`src/rtl/tdc_pkg.sv`:
```
`default_nettype none
// ============================================================================
//  Module      : tdc_pkg
//  Description : Shared definitions for the TDC interval capture block:
//                measurement FSM state encoding and result record layout.
//  Revision    : 1.0 - initial release
// ============================================================================
package tdc_pkg;

    // Measurement FSM states
    typedef enum logic [1:0] {
        ST_IDLE  = 2'd0,
        ST_RUN   = 2'd1,
        ST_CHECK = 2'd2,
        ST_PUSH  = 2'd3
    } state_t;

    // Result record is {err, to, count[CNT_W-1:0]}
    function automatic int rec_err_bit(input int cnt_w);
        return cnt_w + 1;
    endfunction

    function automatic int rec_to_bit(input int cnt_w);
        return cnt_w;
    endfunction

endpackage
`default_nettype wire

```
`src/rtl/tdc_result_fifo.sv`:
```
`default_nettype none
// ============================================================================
//  Module      : tdc_result_fifo
//  Description : Synchronous first-word-fall-through FIFO for measurement
//                records. A push into a full FIFO is accepted only when a
//                pop happens in the same cycle.
//  Ports       : clk, reset_n (async, active low), clr (sync flush),
//                push/push_data, pop/pop_data (head record, 0 when empty),
//                full, empty
//  Revision    : 1.0 - initial release
// ============================================================================
module tdc_result_fifo #(
    parameter int WIDTH = 18,
    parameter int DEPTH = 4
) (
    input  logic             clk,
    input  logic             reset_n,
    input  logic             clr,
    input  logic             push,
    input  logic [WIDTH-1:0] push_data,
    input  logic             pop,
    output logic [WIDTH-1:0] pop_data,
    output logic             full,
    output logic             empty
);

    localparam int AW = $clog2(DEPTH);

    logic [WIDTH-1:0] mem_q [DEPTH];
    logic [AW-1:0]    wr_ptr_q;
    logic [AW-1:0]    rd_ptr_q;
    logic [AW:0]      count_q;

    logic             do_pop;
    logic             do_push;

    assign empty    = (count_q == '0);
    assign full     = (count_q == (AW+1)'(DEPTH));
    assign pop_data = empty ? '0 : mem_q[rd_ptr_q];

    assign do_pop  = pop & ~empty;
    // When full, the slot being written is the one being popped this cycle
    assign do_push = push & (~full | do_pop);

    always_ff @(posedge clk) begin
        if (do_push && !clr) begin
            mem_q[wr_ptr_q] <= push_data;
        end
    end

    always_ff @(posedge clk or negedge reset_n) begin
        if (!reset_n) begin
            wr_ptr_q <= '0;
            rd_ptr_q <= '0;
            count_q  <= '0;
        end else if (clr) begin
            wr_ptr_q <= '0;
            rd_ptr_q <= '0;
            count_q  <= '0;
        end else begin
            if (do_push) begin
                wr_ptr_q <= wr_ptr_q + AW'(1);
            end
            if (do_pop) begin
                rd_ptr_q <= rd_ptr_q + AW'(1);
            end
            if (do_push && !do_pop) begin
                count_q <= count_q + (AW+1)'(1);
            end else if (!do_push && do_pop) begin
                count_q <= count_q - (AW+1)'(1);
            end
        end
    end

endmodule
`default_nettype wire

```
`src/rtl/tdc_interval_capture.sv`:
```
`default_nettype none
// ============================================================================
//  Module      : tdc_interval_capture
//  Description : Measures the coarse interval in clk cycles between a TDC
//                start edge and the following stop, checks the generator's
//                done pulse, and queues {err, to, count} records in a FWFT
//                FIFO with valid/ready readout.
//  Ports       : clk, reset_n (async, active low)
//                tdc_start, tdc_stop, done   - generator interface
//                clr                         - sync flush / return to idle
//                rd_ready, rd_valid, rd_data - record readout
//                busy                        - measurement in progress
//                drop_flag                   - sticky record-lost flag
//  Revision    : 1.0 - initial release
// ============================================================================
module tdc_interval_capture
    import tdc_pkg::*;
#(
    parameter int             CNT_W      = 16,
    parameter logic [CNT_W-1:0] MAX_CYCLES = CNT_W'(16'hFFF0),
    parameter int             FIFO_DEPTH = 4
) (
    input  logic             clk,
    input  logic             reset_n,
    input  logic             tdc_start,
    input  logic             tdc_stop,
    input  logic             done,
    input  logic             clr,
    input  logic             rd_ready,
    output logic             rd_valid,
    output logic [CNT_W+1:0] rd_data,
    output logic             busy,
    output logic             drop_flag
);

    localparam int RW    = CNT_W + 2;
    localparam int ERR_B = rec_err_bit(CNT_W);
    localparam int TO_B  = rec_to_bit(CNT_W);

    state_t            state_q;
    logic [CNT_W-1:0]  cnt_q;
    logic              start_d_q;
    logic [RW-1:0]     rec_q;
    logic              drop_q;

    logic              start_evt;
    logic              push;
    logic              pop;
    logic              fifo_full;
    logic              fifo_empty;
    logic              drop_d;

    // A held-high start only counts once, on its rising edge
    assign start_evt = tdc_start & ~start_d_q;

    assign push   = (state_q == ST_PUSH);
    assign pop    = rd_valid & rd_ready;
    assign drop_d = push & fifo_full & ~pop;

    assign rd_valid  = ~fifo_empty;
    assign busy      = (state_q != ST_IDLE);
    assign drop_flag = drop_q;

    always_ff @(posedge clk or negedge reset_n) begin
        if (!reset_n) begin
            state_q   <= ST_IDLE;
            cnt_q     <= '0;
            start_d_q <= 1'b0;
            rec_q     <= '0;
            drop_q    <= 1'b0;
        end else begin
            start_d_q <= tdc_start;
            if (clr) begin
                state_q <= ST_IDLE;
                cnt_q   <= '0;
                drop_q  <= 1'b0;
            end else begin
                if (drop_d) begin
                    drop_q <= 1'b1;
                end
                case (state_q)
                    ST_IDLE: begin
                        // Stop is ignored here, so start wins when both arrive
                        if (start_evt) begin
                            state_q <= ST_RUN;
                            cnt_q   <= CNT_W'(1);
                        end
                    end
                    ST_RUN: begin
                        // Generator ORs stop into start, so start is not watched here
                        if (tdc_stop) begin
                            state_q            <= ST_CHECK;
                            rec_q              <= '0;
                            rec_q[CNT_W-1:0]   <= cnt_q;
                        end else if (cnt_q == MAX_CYCLES) begin
                            // Timeout test comes before the increment, so no wrap
                            state_q            <= ST_PUSH;
                            rec_q              <= '0;
                            rec_q[CNT_W-1:0]   <= cnt_q;
                            rec_q[TO_B]        <= 1'b1;
                        end else begin
                            cnt_q <= cnt_q + CNT_W'(1);
                        end
                    end
                    ST_CHECK: begin
                        // done must arrive exactly one cycle after the stop
                        rec_q[ERR_B] <= ~done;
                        state_q      <= ST_PUSH;
                    end
                    ST_PUSH: begin
                        state_q <= ST_IDLE;
                    end
                    default: begin
                        state_q <= ST_IDLE;
                    end
                endcase
            end
        end
    end

    tdc_result_fifo #(
        .WIDTH (RW),
        .DEPTH (FIFO_DEPTH)
    ) u_fifo (
        .clk       (clk),
        .reset_n   (reset_n),
        .clr       (clr),
        .push      (push),
        .push_data (rec_q),
        .pop       (pop),
        .pop_data  (rd_data),
        .full      (fifo_full),
        .empty     (fifo_empty)
    );

endmodule
`default_nettype wire
```
`config.mk`:
```
export PLATFORM = sky130hd
export DESIGN_NAME = tdc_interval_capture
export DESIGN_NICKNAME = d
export VERILOG_FILES = /design/src/rtl/tdc_pkg.sv /design/src/rtl/tdc_result_fifo.sv /design/src/rtl/tdc_interval_capture.sv
export SDC_FILE = /design/constraint.sdc
export NUM_CORES = 1
export LEC_CHECK = 0
export ABC_CLOCK_PERIOD_IN_PS = 4570
export BUFFER_PORTS_ARGS = -buffer_cell sky130_fd_sc_hd__buf_2
export CAP_MARGIN = 40
export CELL_PAD_IN_SITES_DETAIL_PLACEMENT = 1
export CELL_PAD_IN_SITES_GLOBAL_PLACEMENT = 1
export CORE_MARGIN = 1.5
export CORE_UTILIZATION = 55
export DETAILED_ROUTE_END_ITERATION = 6
export PLACE_DENSITY_LB_ADDON = 0.08
export SYNTH_ARGS = -nofsm -noshare
export SYNTH_HDL_FRONTEND = slang
export SYNTH_SLANG_ARGS = --single-unit
```
`constraint.sdc`:
```
create_clock -name clk -period 4.57 [get_ports clk]
set_input_delay 0.2285 -clock clk [delete_from_list [all_inputs] [get_ports clk]]
set_output_delay 0.2285 -clock clk [all_outputs]
set_load 0.005 [all_outputs]
```
After elaboration in Yosys (flattened, before gate mapping)
Memory sizes are Yosys's and may differ from the RTL's.
Index checks and enable logic that the tools add are counted.
W data, S select, Z words.
{ "classes": {"n_addsub": 5, "n_mul": 0, "div": 0, "order_cmp": 0, "n_eq_ne": 10, "shifts": 0, "n_mux": 25, "bitwise": 13, "reduce_logical": 20} }
{ "ops": {"columns": ["op", "count"], "rows": [
  ["$mux W16", 4],
  ["$mux W18", 3],
  ["$pmux W16 S2", 1],
  ["$add A16 B1 Y16 const B", 1],
  ["$eq A16 B16 Y1 const B", 1],
  ["$mux W2", 8],
  ["$ne A3 B3 Y1 const B", 4],
  ["$reduce_bool A2 Y1", 6],
  ["$mux W3", 3],
  ["$pmux W2 S4", 1],
  ["$and A1 B1 Y1", 6],
  ["$not A1 Y1", 6],
  ["$reduce_and A3 Y1", 2],
  ["$reduce_bool A3 Y1", 2],
  ["$add A2 B1 Y2 const B", 2],
  ["$eq A2 B2 Y1 const B", 2],
  ["$mux W1", 4],
  ["$ne A4 B4 Y1 const B", 1],
  ["$reduce_and A4 Y1", 1],
  ["$add A3 B1 Y3 const B", 1],
  ["$eq A3 B3 Y1 const B", 1],
  ["$logic_and A1 B1 Y1", 3],
  ["$logic_not A1 Y1", 3],
  ["$logic_not A3 Y1", 1],
  ["6 further kinds", 6]
]} }
{ "word_totals": {"reg_bits": 45, "latch_bits": 0, "ramBits": 72, "romBits": 0, "in_bits": 7, "out_inout_bits": 21, "wordCells": 83, "memories": 1} }
{ "mem_list": {"columns": ["memory", "depth", "width", "read_ports", "rd_clocked_by_memory_dff", "write_ports", "line", "text"], "rows": [
  ["u_fifo.mem_q", 4, 18, 1, 0, 1, "tdc_result_fifo.sv:29", "logic [WIDTH-1:0] mem_q [DEPTH];"]
]} }

Depth between registers and ports, before layout
{ "depth": {"depth_word": 11, "depth_mapped": 9, "depth_no_buf": 9} }

Cells and area by module
Synthesis repeated with hierarchy kept, for this count alone.
{ "hier_totals": {"cells_unflattened": 365, "area_unflattened_um2": 5296.3} }
{ "modules_own_cells": {"columns": ["module", "instances", "cells_each", "area_per_inst_um2"], "rows": [
  ["tdc_result_fifo", 1, 176, 3281.9],
  ["tdc_interval_capture", 1, 189, 2014.4]
]} }

Worst setup path before layout
Ideal clock, no wire load.
{ "synth_timing": {"path_type": "register -> register", "startpoint": "reg u_fifo.count_q[0]", "endpoint": "reg u_fifo.count_q[2]", "setup_ns": 0.082, "arrival_time_ns": 2.249, "required_ns": 4.488, "slack_ns": 2.239, "path_stages_with_launch": 10, "n_path_buf": 2, "period_less_slack_ns": 2.331, "path_cell_list": "dfrtp_1 -> clkbuf_1 -> or3_1 -> clkbuf_1 -> a21oi_1 -> fa_1 -> or3b_2 -> o21ai_0 -> nand2_1 -> a31oi_1"} }
{ "synth_via": {"elab_chain_len": 9, "elab_cells_between_ends": 18} }
{ "synth_rtl": {"columns": ["element", "line", "text"], "rows": [
  ["start, declared", "tdc_result_fifo.sv:32", "logic [AW:0] count_q;"],
  ["start signal, assigned", "tdc_result_fifo.sv:68", "count_q <= count_q + (AW+1)'(1);"],
  ["start signal, assigned", "tdc_result_fifo.sv:70", "count_q <= count_q - (AW+1)'(1);"],
  ["$logic_not A3 Y1 (*)", "tdc_result_fifo.sv:37", "assign empty = (count_q == '0);"],
  ["$not A1 Y1 (*)", "tdc_interval_capture.sv:60", "assign rd_valid = ~fifo_empty;"],
  ["via rd_valid", "tdc_interval_capture.sv:30", "output logic rd_valid,"],
  ["$and A1 B1 Y1", "tdc_interval_capture.sv:57", "assign pop = rd_valid & rd_ready;"],
  ["$and A1 B1 Y1 (*)", "tdc_result_fifo.sv:41", "assign do_pop = pop & ~empty;"],
  ["$or A1 B1 Y1", "tdc_result_fifo.sv:43", "assign do_push = push & (~full | do_pop);"],
  ["$and A1 B1 Y1", "tdc_result_fifo.sv:43", null],
  ["$logic_and A1 B1 Y1 or $logic_not A1 Y1 (tied branches)", "tdc_result_fifo.sv:67, tdc_result_fifo.sv:69", null],
  ["$mux W3 or $logic_and A1 B1 Y1 (tied branches)", "tdc_result_fifo.sv:67, tdc_result_fifo.sv:69", null],
  ["$mux W3 or $reduce_bool A3 Y1 (tied branches)", null, null]
]} }
Mark *: on every way through the listed nets, which the timed path passes. The rest lies on a longest branch. The select of a mux whose other input is x is not followed.
A chain may end at the register's enable or synchronous reset.

Final worst setup path
{ "layout_timing": {"startpoint": "reg u_fifo.count_q[0]", "endpoint": "reg u_fifo.count_q[2]"} }
{ "layout_via": {"elab_chain_len": 9, "elab_cells_between_ends": 18} }
{ "layout_rtl": {"columns": ["element", "line"], "rows": [
  ["$logic_not A3 Y1", "tdc_result_fifo.sv:37"],
  ["$not A1 Y1", "tdc_result_fifo.sv:41, tdc_interval_capture.sv:60"],
  ["$and A1 B1 Y1", "tdc_interval_capture.sv:57"],
  ["$and A1 B1 Y1", "tdc_result_fifo.sv:41"],
  ["$or A1 B1 Y1", "tdc_result_fifo.sv:43"],
  ["$and A1 B1 Y1", "tdc_result_fifo.sv:43"],
  ["$logic_and A1 B1 Y1 or $logic_not A1 Y1 (tied branches)", "tdc_result_fifo.sv:67, tdc_result_fifo.sv:69"],
  ["$mux W3 or $logic_and A1 B1 Y1 (tied branches)", "tdc_result_fifo.sv:67, tdc_result_fifo.sv:69"],
  ["$mux W3 or $reduce_bool A3 Y1 (tied branches)", null]
]} }
Several ways; a longest one is shown, not always the timed one. The select of a mux whose other input is x is not followed.

==> key figures <==
Yosys
  – Mean Syn Cell Area: 13.9 um^2
  – Top post-synthesis cells by area: edfxtp_1 (42%), dfrtp_1 (22%), mux4_2 (7.8%)
  – Synth unique cells: 53
  – Top post-synthesis cells by count: edfxtp_1 (72), dfrtp_1 (45), nor2_1 (30)
  – Syn. warnings: 0
  – Most instantiated library cell after synthesis: edfxtp_1
  – Register area share after synthesis: 63.3%
  – Synth Flop Type: edfxtp_1
  – Cell area after synthesis: 0.00519 mm^2
  – Yosys top cell by area: edfxtp_1
  – #FFs+latches synth: 117
  – Syn_nets: 392
  – Syn Inst Count: 373
  – Post-synth ARST share: 38.5%
  – Post-synth EDFFs: 72
  – Synth top area share: 41.6%

Drt
  – Drt drc: 0
  – Vias per cell: 6.07
  – Routed len/inst: 22.9 um
  – Wirelength, routed: 12.3 mm
  – Drt first pass iters: 4
  – Via count: 3252
  – Post-route ant nets: 0
  – Starting DRT DRC Count: 175

Critical path
  – Req. time, crit path: 4.99 ns
  – Worst setup SP type: register
  – Max FO, Critical Path: 22
  – Worst Setup Path Type: register to register
  – CP endpoint kind: register
  – Worst EP arrival: 3.04 ns

STA
  – Normalized max-slew margin: 39.4%
  – Pins Over Slew Limit: 0
  – Worst slew pin tran: 0.909 ns
  – Setup-failing EPs final: 0
  – Total negative setup slack: 0 ns
  – Final Skew: 0.00393 ns
  – Final worst path period share: 57.3%
  – RSZ-0062 raised after global routing: false
  – Hold Fails Final Rpt: 0
  – F_max: 0.382 GHz
  – Minimum period implied by the final worst setup slack: 2.62 ns

Clocking
  – Root Driver: clkbuf_8
  – CTS Sinks: 117
  – Clock transition at path regs: 0.06 ns
  – Cts bufs inserted: 17
  – Latest clock arrival within the worst-skew pair: 0.50 ns
  – H-tree depth: 4
  – # Post-CTS Setup Buffers: 0
  – Max clock buf depth: 2
  – CTS tree: done

Global routing
  – First-pass GRT wire length: 19.7 mm
  – GRT Util Overall: 27.2%
  – Vias in the first global route: 3525
  – Largest net degree at the start of global routing: 30
  – GR Overflow Total: 0
  – Initial antenna violation count: 0

Finish
  – Diode count: 0
  – Final nets: 432
  – Layout cells sized above 1: 21.9%
  – Final Util: 65.7%
  – Fill count: 867
  – Syn-to-layout area delta: 16.3%

Flow run
  – Number of max-cap violations: 0

Floorplan
  – # rows: 35
  – Die X: 100 um
  – IO Count: 28
  – Die Area: 0.0100 mm^2
  – Die H: 100 um
  – CORE AREA: 0.00920 mm^2
  – Starting Density: 56.5%

Power and ir drop
  – Worst vdd ir: 0.309 mV
  – Cell Pwr Density: 505 mW/mm^2
  – Leak Pwr: 2.40 nW

Place
  – PortBufs: 27
  – Routability cong.: 0.837
  – HPWL Detailed: 7.69 mm

Min path
  – Hold Path Class: input pin to register

Run status
  – Status: finished, final reports clean
-- final cells by class --
| type | instances | area (um^2) | share of cell area (%) |
|---|---|---|---|
| inverters | 16 | 60.1 | 0.995 |
| clock buffers | 18 | 418 | 6.92 |
| repair buffers | 38 | 274 | 4.54 |
| clock inverters | 13 | 92.6 | 1.53 |
| flip-flops and latches | 117 | 3290 | 54.5 |
| well taps | 111 | 139 | 2.30 |
| multi-input cells | 223 | 1770 | 29.3 |
-- placed cells by master, fill, tap and decap left out, drive strengths merged, types with 9 or more instances in the layout --
master,instances
and2,22
mux2,11
clkbuf,18
ha,11
o21ai,21
nor2,31
mux4,18
nand2,25
a21oi,11
clkinv,9
dfrtp,45
inv,16
edfxtp,72
buf,34
-- kinds of logic after synthesis --
| logic type | synth area share (%) |
|---|---|
| flip-flops | 63.3 |
| AND/OR/NAND/NOR | 11.2 |
| AO/OA/AOI/OAI | 7.69 |
| buffers and inverters | 2.65 |
| multiplexers | 10.8 |
| adder cells (fa/ha/maj) | 3.04 |
| XOR/XNOR | 1.35 |
-- registers in the layout, indices dropped and copies added, names as in the netlist --
name / cells
u_fifo.mem_q: 72
rec_q: 18
cnt_q: 16
u_fifo.count_q: 3
state_q: 2
u_fifo.rd_ptr_q: 2
u_fifo.wr_ptr_q: 2
drop_flag: 1
start_d_q: 1
-- where the power goes --
part           switching (W)  leakage [nW]  internal (W)  total (W)
clock network       0.000462         0.246      0.000702    0.00116
logic               0.000372         0.861      0.000284   0.000656
registers          0.0000599          1.29       0.00117    0.00123
-- critical path: stages, from the launching register on --
cell     delay, ns
dfrtp_1       0.46
or3_1         0.69
a21oi_1       0.29
fa_1          0.23
or3b_2        0.45
o21ai_0       0.16
nand2_1       0.07
a31oi_1       0.18
-- routing by layer --
metal | up-vias | track usage, % | share of wire [%]
li1 | 1467 | - | -
met1 | 1695 | 33.7 | 43
met2 | 80 | 47.5 | 53
met3 | 10 | 5.50 | 2.8
met4 | 0 | 10.1 | 1.2
met5 | - | 0 | 0
-- worst paths after layout --
kind / from / endpoint / slack [ns] / cells past startpoint
max: u_fifo.count_q[0]$_DFFE_PN0P_ / u_fifo.count_q[2]$_DFFE_PN0P_ / 1.95 / 7
min: rd_ready / u_fifo.count_q[2]$_DFFE_PN0P_ / 0.11 / 3
max reg2reg: u_fifo.count_q[0]$_DFFE_PN0P_ / u_fifo.count_q[2]$_DFFE_PN0P_ / 1.95 / 7
min reg2reg: drop_flag$_DFFE_PN0P_ / drop_flag$_DFFE_PN0P_ / 0.49 / 2
max in group asynchronous: reset_n / rec_q[3]$_DFFE_PN0P_ / 3.87 / 3
min in group asynchronous: reset_n / cnt_q[1]$_DFFE_PN0P_ / 0.20 / 2
-- stage by stage --
| step | hold slack, ns | std cells | setup slack (ns) | total power, W | area [um^2] |
|---|---|---|---|---|---|
| global placement | 0.361 | 495 | 2.09 | 0.00186 | 5400 |
| finish | 0.111 | 536 | 1.95 | 0.00305 | 6040 |
| detailed placement | 0.201 | 501 | 1.92 | 0.00190 | 5490 |
| global route | 0.116 | 536 | 1.75 | 0.00318 | 6040 |
| floorplan | -0.0671 | 373 | 2.24 | 0.00169 | 5190 |
| CTS | 0.0954 | 536 | 1.90 | 0.00307 | 6040 |
-- timing repair --
| item | CTS | global route |
|---|---|---|
| hold buffers | 4 | 0 |
| setup endpoints to repair | 0 | 0 |
| gates resized for setup | 0 | 0 |
| endpoints found under the hold margin | 19 | 0 |
Note: power is estimated with default switching activity, not from simulation.
